$ cat src/rtl/fp_add_pipe.sv
// fp_add_pipe: 3-stage pipelined fixed-point adder with valid/ready on both sides.
// Operands in Q(i1,f1) and Q(i2,f2), each signed or unsigned; result in Q(i3,f3).
// Stage 1 aligns both operands into a common signed internal format, stage 2 adds
// exactly, stage 3 truncates to the output fraction and range-checks.
// Build option: define FP_ADD_SAT_EN to saturate out-of-range results to the
// format limits; otherwise the low i3+f3 bits are kept (wrap-around).
module fp_add_pipe #(
  parameter int unsigned i1 = 2,
  parameter int unsigned f1 = 14,
  parameter int unsigned i2 = 2,
  parameter int unsigned f2 = 14,
  parameter int unsigned i3 = 2,
  parameter int unsigned f3 = 14
) (
  input  logic             clk,
  input  logic             rst,
  input  logic             in_valid,
  output logic             in_ready,
  input  logic [i1+f1-1:0] in1,
  input  logic             i_sign1,
  input  logic [i2+f2-1:0] in2,
  input  logic             i_sign2,
  output logic             out_valid,
  input  logic             out_ready,
  output logic [i3+f3-1:0] out,
  output logic             o_sign,
  output logic             overflow,
  output logic             underflow
);

  localparam int unsigned N1   = i1 + f1;
  localparam int unsigned N2   = i2 + f2;
  localparam int unsigned N3   = i3 + f3;
  // Two spare integer bits: one for unsigned-to-signed, one for the carry of the sum
  localparam int unsigned FI   = ((i1 > i2) ? i1 : i2) + 2;
  localparam int unsigned FF12 = (f1 > f2) ? f1 : f2;
  localparam int unsigned FF   = (FF12 > f3) ? FF12 : f3;
  localparam int unsigned W    = FI + FF;
  // Compare width must hold both the internal sum and the unsigned output maximum
  localparam int unsigned CW   = ((W > N3 + 1) ? W : N3 + 1) + 1;

  localparam logic signed [CW-1:0] One  = CW'(1);
  localparam logic signed [CW-1:0] SMax = (One <<< (N3 - 1)) - One;
  localparam logic signed [CW-1:0] SMin = -(One <<< (N3 - 1));
  localparam logic signed [CW-1:0] UMax = (One <<< N3) - One;
  localparam logic signed [CW-1:0] UMin = '0;

  logic                s1_valid_q, s2_valid_q;
  logic signed [W-1:0] s1_a_q, s1_b_q;
  logic                s1_sign_q, s2_sign_q;
  logic signed [W-1:0] s2_sum_q;

  logic                s1_adv, s2_adv, s3_adv;
  logic                fill1, fill2;
  logic signed [W-1:0] a_al, b_al;
  logic signed [W-1:0] sh;
  logic signed [CW-1:0] ext, hi, lo;
  logic                ovf, unf;
  logic [N3-1:0]       res;

  // Backpressure chain: each stage moves when its successor is empty or moving
  always_comb begin
    s3_adv   = !out_valid || out_ready;
    s2_adv   = !s2_valid_q || s3_adv;
    s1_adv   = !s1_valid_q || s2_adv;
    in_ready = s1_adv;
  end

  // Align: extend by operand signedness, then shift fraction up to FF bits
  always_comb begin
    fill1 = i_sign1 & in1[N1-1];
    fill2 = i_sign2 & in2[N2-1];
    a_al  = $signed({{(W-N1){fill1}}, in1}) <<< (FF - f1);
    b_al  = $signed({{(W-N2){fill2}}, in2}) <<< (FF - f2);
  end

  // Stage 1 register: aligned operands and result signedness
  always_ff @(posedge clk or posedge rst) begin
    if (rst) begin
      s1_valid_q <= 1'b0;
      s1_a_q     <= '0;
      s1_b_q     <= '0;
      s1_sign_q  <= 1'b0;
    end else if (s1_adv) begin
      s1_valid_q <= in_valid;
      if (in_valid) begin
        s1_a_q    <= a_al;
        s1_b_q    <= b_al;
        s1_sign_q <= i_sign1 | i_sign2;
      end
    end
  end

  // Stage 2 register: exact sum in the internal width
  always_ff @(posedge clk or posedge rst) begin
    if (rst) begin
      s2_valid_q <= 1'b0;
      s2_sum_q   <= '0;
      s2_sign_q  <= 1'b0;
    end else if (s2_adv) begin
      s2_valid_q <= s1_valid_q;
      if (s1_valid_q) begin
        s2_sum_q  <= s1_a_q + s1_b_q;
        s2_sign_q <= s1_sign_q;
      end
    end
  end

  // Convert: floor to f3 fraction bits, range-check, wrap or saturate
  always_comb begin
    sh  = s2_sum_q >>> (FF - f3);
    ext = {{(CW-W){sh[W-1]}}, sh};
    hi  = s2_sign_q ? SMax : UMax;
    lo  = s2_sign_q ? SMin : UMin;
    ovf = ext > hi;
    unf = ext < lo;
    res = ext[N3-1:0];
`ifdef FP_ADD_SAT_EN
    if (ovf) begin
      res = hi[N3-1:0];
    end else if (unf) begin
      res = lo[N3-1:0];
    end
`endif
  end

  // Stage 3 register: outputs, held while the consumer stalls
  always_ff @(posedge clk or posedge rst) begin
    if (rst) begin
      out_valid <= 1'b0;
      out       <= '0;
      o_sign    <= 1'b0;
      overflow  <= 1'b0;
      underflow <= 1'b0;
    end else if (s3_adv) begin
      out_valid <= s2_valid_q;
      if (s2_valid_q) begin
        out       <= res;
        o_sign    <= s2_sign_q;
        overflow  <= ovf;
        underflow <= unf;
      end
    end
  end

endmodule

$ cat config.mk
export PLATFORM = sky130hd
export DESIGN_NAME = fp_add_pipe
export DESIGN_NICKNAME = d
export VERILOG_FILES = /design/src/rtl/fp_add_pipe.sv
export SDC_FILE = /design/constraint.sdc
export NUM_CORES = 1
export LEC_CHECK = 0
export BUFFER_PORTS_ARGS = -buffer_cell sky130_fd_sc_hd__buf_2
export CORE_AREA = 2 2 88 90
export CTS_CLUSTER_SIZE = 25
export DETAILED_ROUTE_END_ITERATION = 8
export DIE_AREA = 0 0 90 92
export MAX_ROUTING_LAYER = met4
export PLACE_DENSITY = 0.72
export SKIP_LAST_GASP = 1
export SLEW_MARGIN = 20
export SYNTH_ARGS = -nofsm -noshare
export SYNTH_HDL_FRONTEND = slang
export SYNTH_SLANG_ARGS = --single-unit
$ cat constraint.sdc
create_clock -name clk -period 6.1 [get_ports clk]
set_clock_uncertainty 0.1 [all_clocks]
set_input_delay 0.915 -clock clk [delete_from_list [all_inputs] [get_ports clk]]
set_output_delay 0.915 -clock clk [all_outputs]
set_load 0.02 [all_outputs]
; Yosys cells after proc, flatten, opt, wreduce, memory -nomap -nowiden
; Cells that the tools add are included.
[word_totals]
input_bits = 38
word_cells = 29
ff_bits = 76
[classes]
n_reduce_logical = 9
muxes = 2
n_bitwise = 3
n_addsub = 1
magnitude_cmp = 2
[op_table]
columns = operator, n
row1 = 18-bit by 19-bit < comparator with 1-bit output, 1
row2 = 19-bit two-way mux, 1
row3 = 17-bit by 17-bit adder with 18-bit output, 1
row4 = 18-bit by 17-bit > comparator with 1-bit output, 1
row5 = 16-bit two-way mux, 1
row6 = 2-bit AND reduction, 3
row7 = 1-bit logical NOT, 3
row8 = 1-bit logical OR, 3
row9 = 1-bit bitwise AND, 2
row10 = 1-bit OR, 1

; Logic depth before layout (Yosys ltp)
[logic_depth]
depth_word = 5
mapped_depth = 8

; Worst setup path before layout
; No wires, ideal clock.
[synth_path]
path_type = input-to-reg
startpoint = in out_ready
endpoint = reg s1_b_q[10]
slack_ns = 3.678
t_required_ns = 5.875
path_buffers = 2
t_arrival_ns = 2.197
setup_ns = 0.125
stages = 5
path_cell_list = nand4b_1 -> nand2_1 -> buf_2 -> buf_2 -> mux2_2
[synth_via]
elab_chain_len = 4
[synth_lines]
columns = element, line
row1 = "start, declared", 24  ; input logic out_ready,
row2 = 1-bit logical OR, 63  ; s3_adv = !out_valid || out_ready;
row3 = 1-bit logical OR, 64  ; s2_adv = !s2_valid_q || s3_adv;
row4 = 1-bit logical OR, 65  ; s1_adv = !s1_valid_q || s2_adv;
row5 = 2-bit AND reduction (no line), -
row6 = "end signal, assigned", 88  ; s1_b_q <= b_al;
row7 = "end, declared", 49  ; logic signed [W-1:0] s1_a_q, s1_b_q;
; No other way between the ends.
; A chain may end at the register's enable or synchronous reset.

; Worst setup path in the final report
[layout_path]
startpoint = in out_ready
endpoint = out in_ready
[layout_via]
elab_chain_len = 3
[layout_lines]
columns = element, line
row1 = 1-bit logical OR, 63
row2 = 1-bit logical OR, 64
row3 = 1-bit logical OR, 65
row4 = "end, declared", 18  ; output logic in_ready,
; No other way between the ends.

==> results.tsv <==
metric	value	unit
status	finished clean	
synth-async-reset-ratio	1.000	
synth-compound-area-share	0.1210	
synth.area.top_cells	dfrtp_1 (49%), mux2_2 (14%), ha_1 (6.7%)	
hpwl	5254	um
yosys.area_share.simple	0.1435	
root_buffer	clkbuf_8	
ys_warn_count	0	
whs	0.3784	ns
final_area	0.004513	mm2
vias_per_cell	5.355	
postCtsSetupBuffers	0	
min_period	2.423	ns
drc_errors	0	
first_pass_iters	4	
p_leak	2.060	nW
ir_drop	158.4	uV
yosysTopAreaCell	dfrtp_1	
drt_iter0_drc	119	
crit_fanout	3	
layout-drive-gt1-share	0.3149	
max_freq	0.4126	GHz
insertion_delay	0.35	ns
drv_slew	0	
grt_antenna_before_repair	0	
dpl-instance-area	0.004272	mm2
syn_inst	354	
synth_edf_count	0	
critPathArrivalTime	1.41	ns
setup_tns	0	ns
clock-sinks	76	
diodes	0	
power_frac_seq	0.407	
grt_pass1_vias	2789	
route.antenna.remaining_nets	0	
core	0.007447	mm2
r2r_cells	8	
worst_hold_path_type	flop to flop	
synth_xor_area_frac	0.01123	
syn-cell-area	0.003899	mm2
cts.clk_slew.worst_paths	0.08	ns
syn2layout_area_growth	15.76	%
fillers	657	
wl_per_cell	14.05	um
num_vias	2774	
yosysTopAreaCellShare	0.4878	
p_switching	0.6456	mW
swShare	0.3508	
portBuffers	58	
drv_cap	0	
die_h	92	um
grt_pass1_wl	12940	um
die_w	90	um
cts_hold_repair.buffers	0	
synth.distinct_cells	52	
grt_overflow_total	0	
synth_nets	414	
max-slew-margin-rel	0.3760	
synth_top_family_by_area	simple AND/OR/NAND/NOR gates	
hold_violations	0	
syn_area_per_cell	11.01	um2
finalNetCount	471	
cp.required	5.08	ns
ctsResizeCount	0	
tightest_slew	0.9360	ns
p_int	1.195	mW
cts_tree	done	
rsz0062_at_grt	no	
cp-start-kind	input pin	
grt_max_degree	77	
start_util	0.5235	
combPwrFrac	0.340	
period_share	0.3973	
yosysSeqAreaShare	0.4878	
rows	32	
end_kind	primary output	
numCtsBuffers	9	
ys_ff_latch	76	
crit_type	input pin to primary output	
fp.dieArea	0.008280	mm2
clock_path_buffers	2	
io_pins	59	
htree_levels	3	
powerDensity	407.8	mW/mm2
synthAdderAreaFrac	0.07253	
setup_violations	0	
grt_use_total	0.2007	
synth_flop_cell	dfrtp_1	
wl	7280	um
gp_congestion	0.8377	
hold_depth	2	
final_util	0.6060	
synth_mux_area_frac	0.1409	
pwr-share-clk	0.253	
synthesized netlist by cell type (6+ instances only):
| cell | instances |
|---|---|
| clkbuf_1 | 7 |
| nand4_1 | 11 |
| ha_1 | 21 |
| a21o_1 | 6 |
| a21oi_1 | 10 |
| buf_2 | 6 |
| nor2_1 | 13 |
| inv_1 | 8 |
| nor3_1 | 9 |
| nand2b_1 | 7 |
| nand2_1 | 39 |
| nand3_1 | 10 |
| o21ai_0 | 24 |
| dfrtp_1 | 76 |
| mux2_2 | 47 |
critical path, cell delays in order:
cell	delay (ns)
buf_2	0.10
nand4b_1	0.20
buf_2	0.19
sequential cells by signal (all words and copies together) (netlist names), 16 cells and up:
signal / cells
out: 16
s1_b_q: 17
s2_sum_q: 18
s1_a_q: 17
cell usage in the layout, fill, tap and decap left out, types with 2 or more instances in the layout:
master / instances
nand4b_1: 2
clkbuf_8: 9
nand4_1: 11
nor2b_1: 4
o31ai_1: 4
mux2_2: 47
buf_2: 58
xnor2_1: 3
ha_1: 21
o21ai_0: 24
and2_1: 3
a211o_1: 3
nor2_1: 13
xor2_1: 2
or2_1: 2
buf_4: 2
bufinv_16: 3
dfrtp_1: 76
inv_1: 7
nand2_2: 2
nor3_1: 9
nand2_1: 38
or4_1: 3
or3_1: 2
o311ai_1: 2
a21oi_1: 10
a211oi_1: 4
mux2i_1: 2
a21o_1: 6
nand2b_1: 7
nand3_1: 10
per-stage QoR:
stage | total power, mW | instances | worst slack (ns)
after floorplan | 1.204 | 354 | 3.147
after global placement | 1.364 | 502 | 3.410
after detailed placement | 1.385 | 502 | 3.364
after CTS | 1.855 | 518 | 3.675
after global routing | 1.969 | 518 | 3.631
final | 1.841 | 518 | 3.677
area by class of cell:
class,count,area (um2),area share
clock inverter,6,111.4,0.02467
timing repair buffer,60,305.3,0.06765
clock buffer,10,127.6,0.02828
tap,102,127.6,0.02828
multi-input combinational,256,1909,0.4231
inverter,8,30.03,0.006654
sequential,76,1902,0.4214
per-layer routing:
metal  global-route usage  vias up  wire length, um
met3              0.03944       10              287
met4              0.08205        0              102
met1               0.2740     1301             3611
met5                    -        -                0
li1                     -     1408                -
met2               0.2970       55             3278
final timing paths:
kind	from	end	slack [ns]
max	out_ready	in_ready	3.68
min	o_sign$_DFFE_PP0P_	o_sign$_DFFE_PP0P_	0.38
max reg2reg	s1_a_q[0]$_DFFE_PP0P_	s2_sum_q[12]$_DFFE_PP0P_	3.91
min reg2reg	o_sign$_DFFE_PP0P_	o_sign$_DFFE_PP0P_	0.38
max in group asynchronous	rst	s2_sum_q[12]$_DFFE_PP0P_	4.54
min in group asynchronous	rst	s1_b_q[5]$_DFFE_PP0P_	0.74
cells by family after synthesis:
kind of cell / after synthesis
XOR/XNOR: 5
flip-flops: 76
adder cells (fa/ha/maj): 22
AND/OR/NAND/NOR: 111
multiplexers: 49
buffers and inverters: 22
AO/OA/AOI/OAI: 69
power by group through the flow:
stage	sequential (mW)	combinational [mW]	clock [mW]
after global placement	0.753	0.610	0
after detailed placement	0.760	0.625	0
after CTS	0.751	0.629	0.475
after floorplan	0.808	0.396	0
final	0.750	0.625	0.466
after global routing	0.772	0.703	0.494
(Power assumes the default switching activity.)
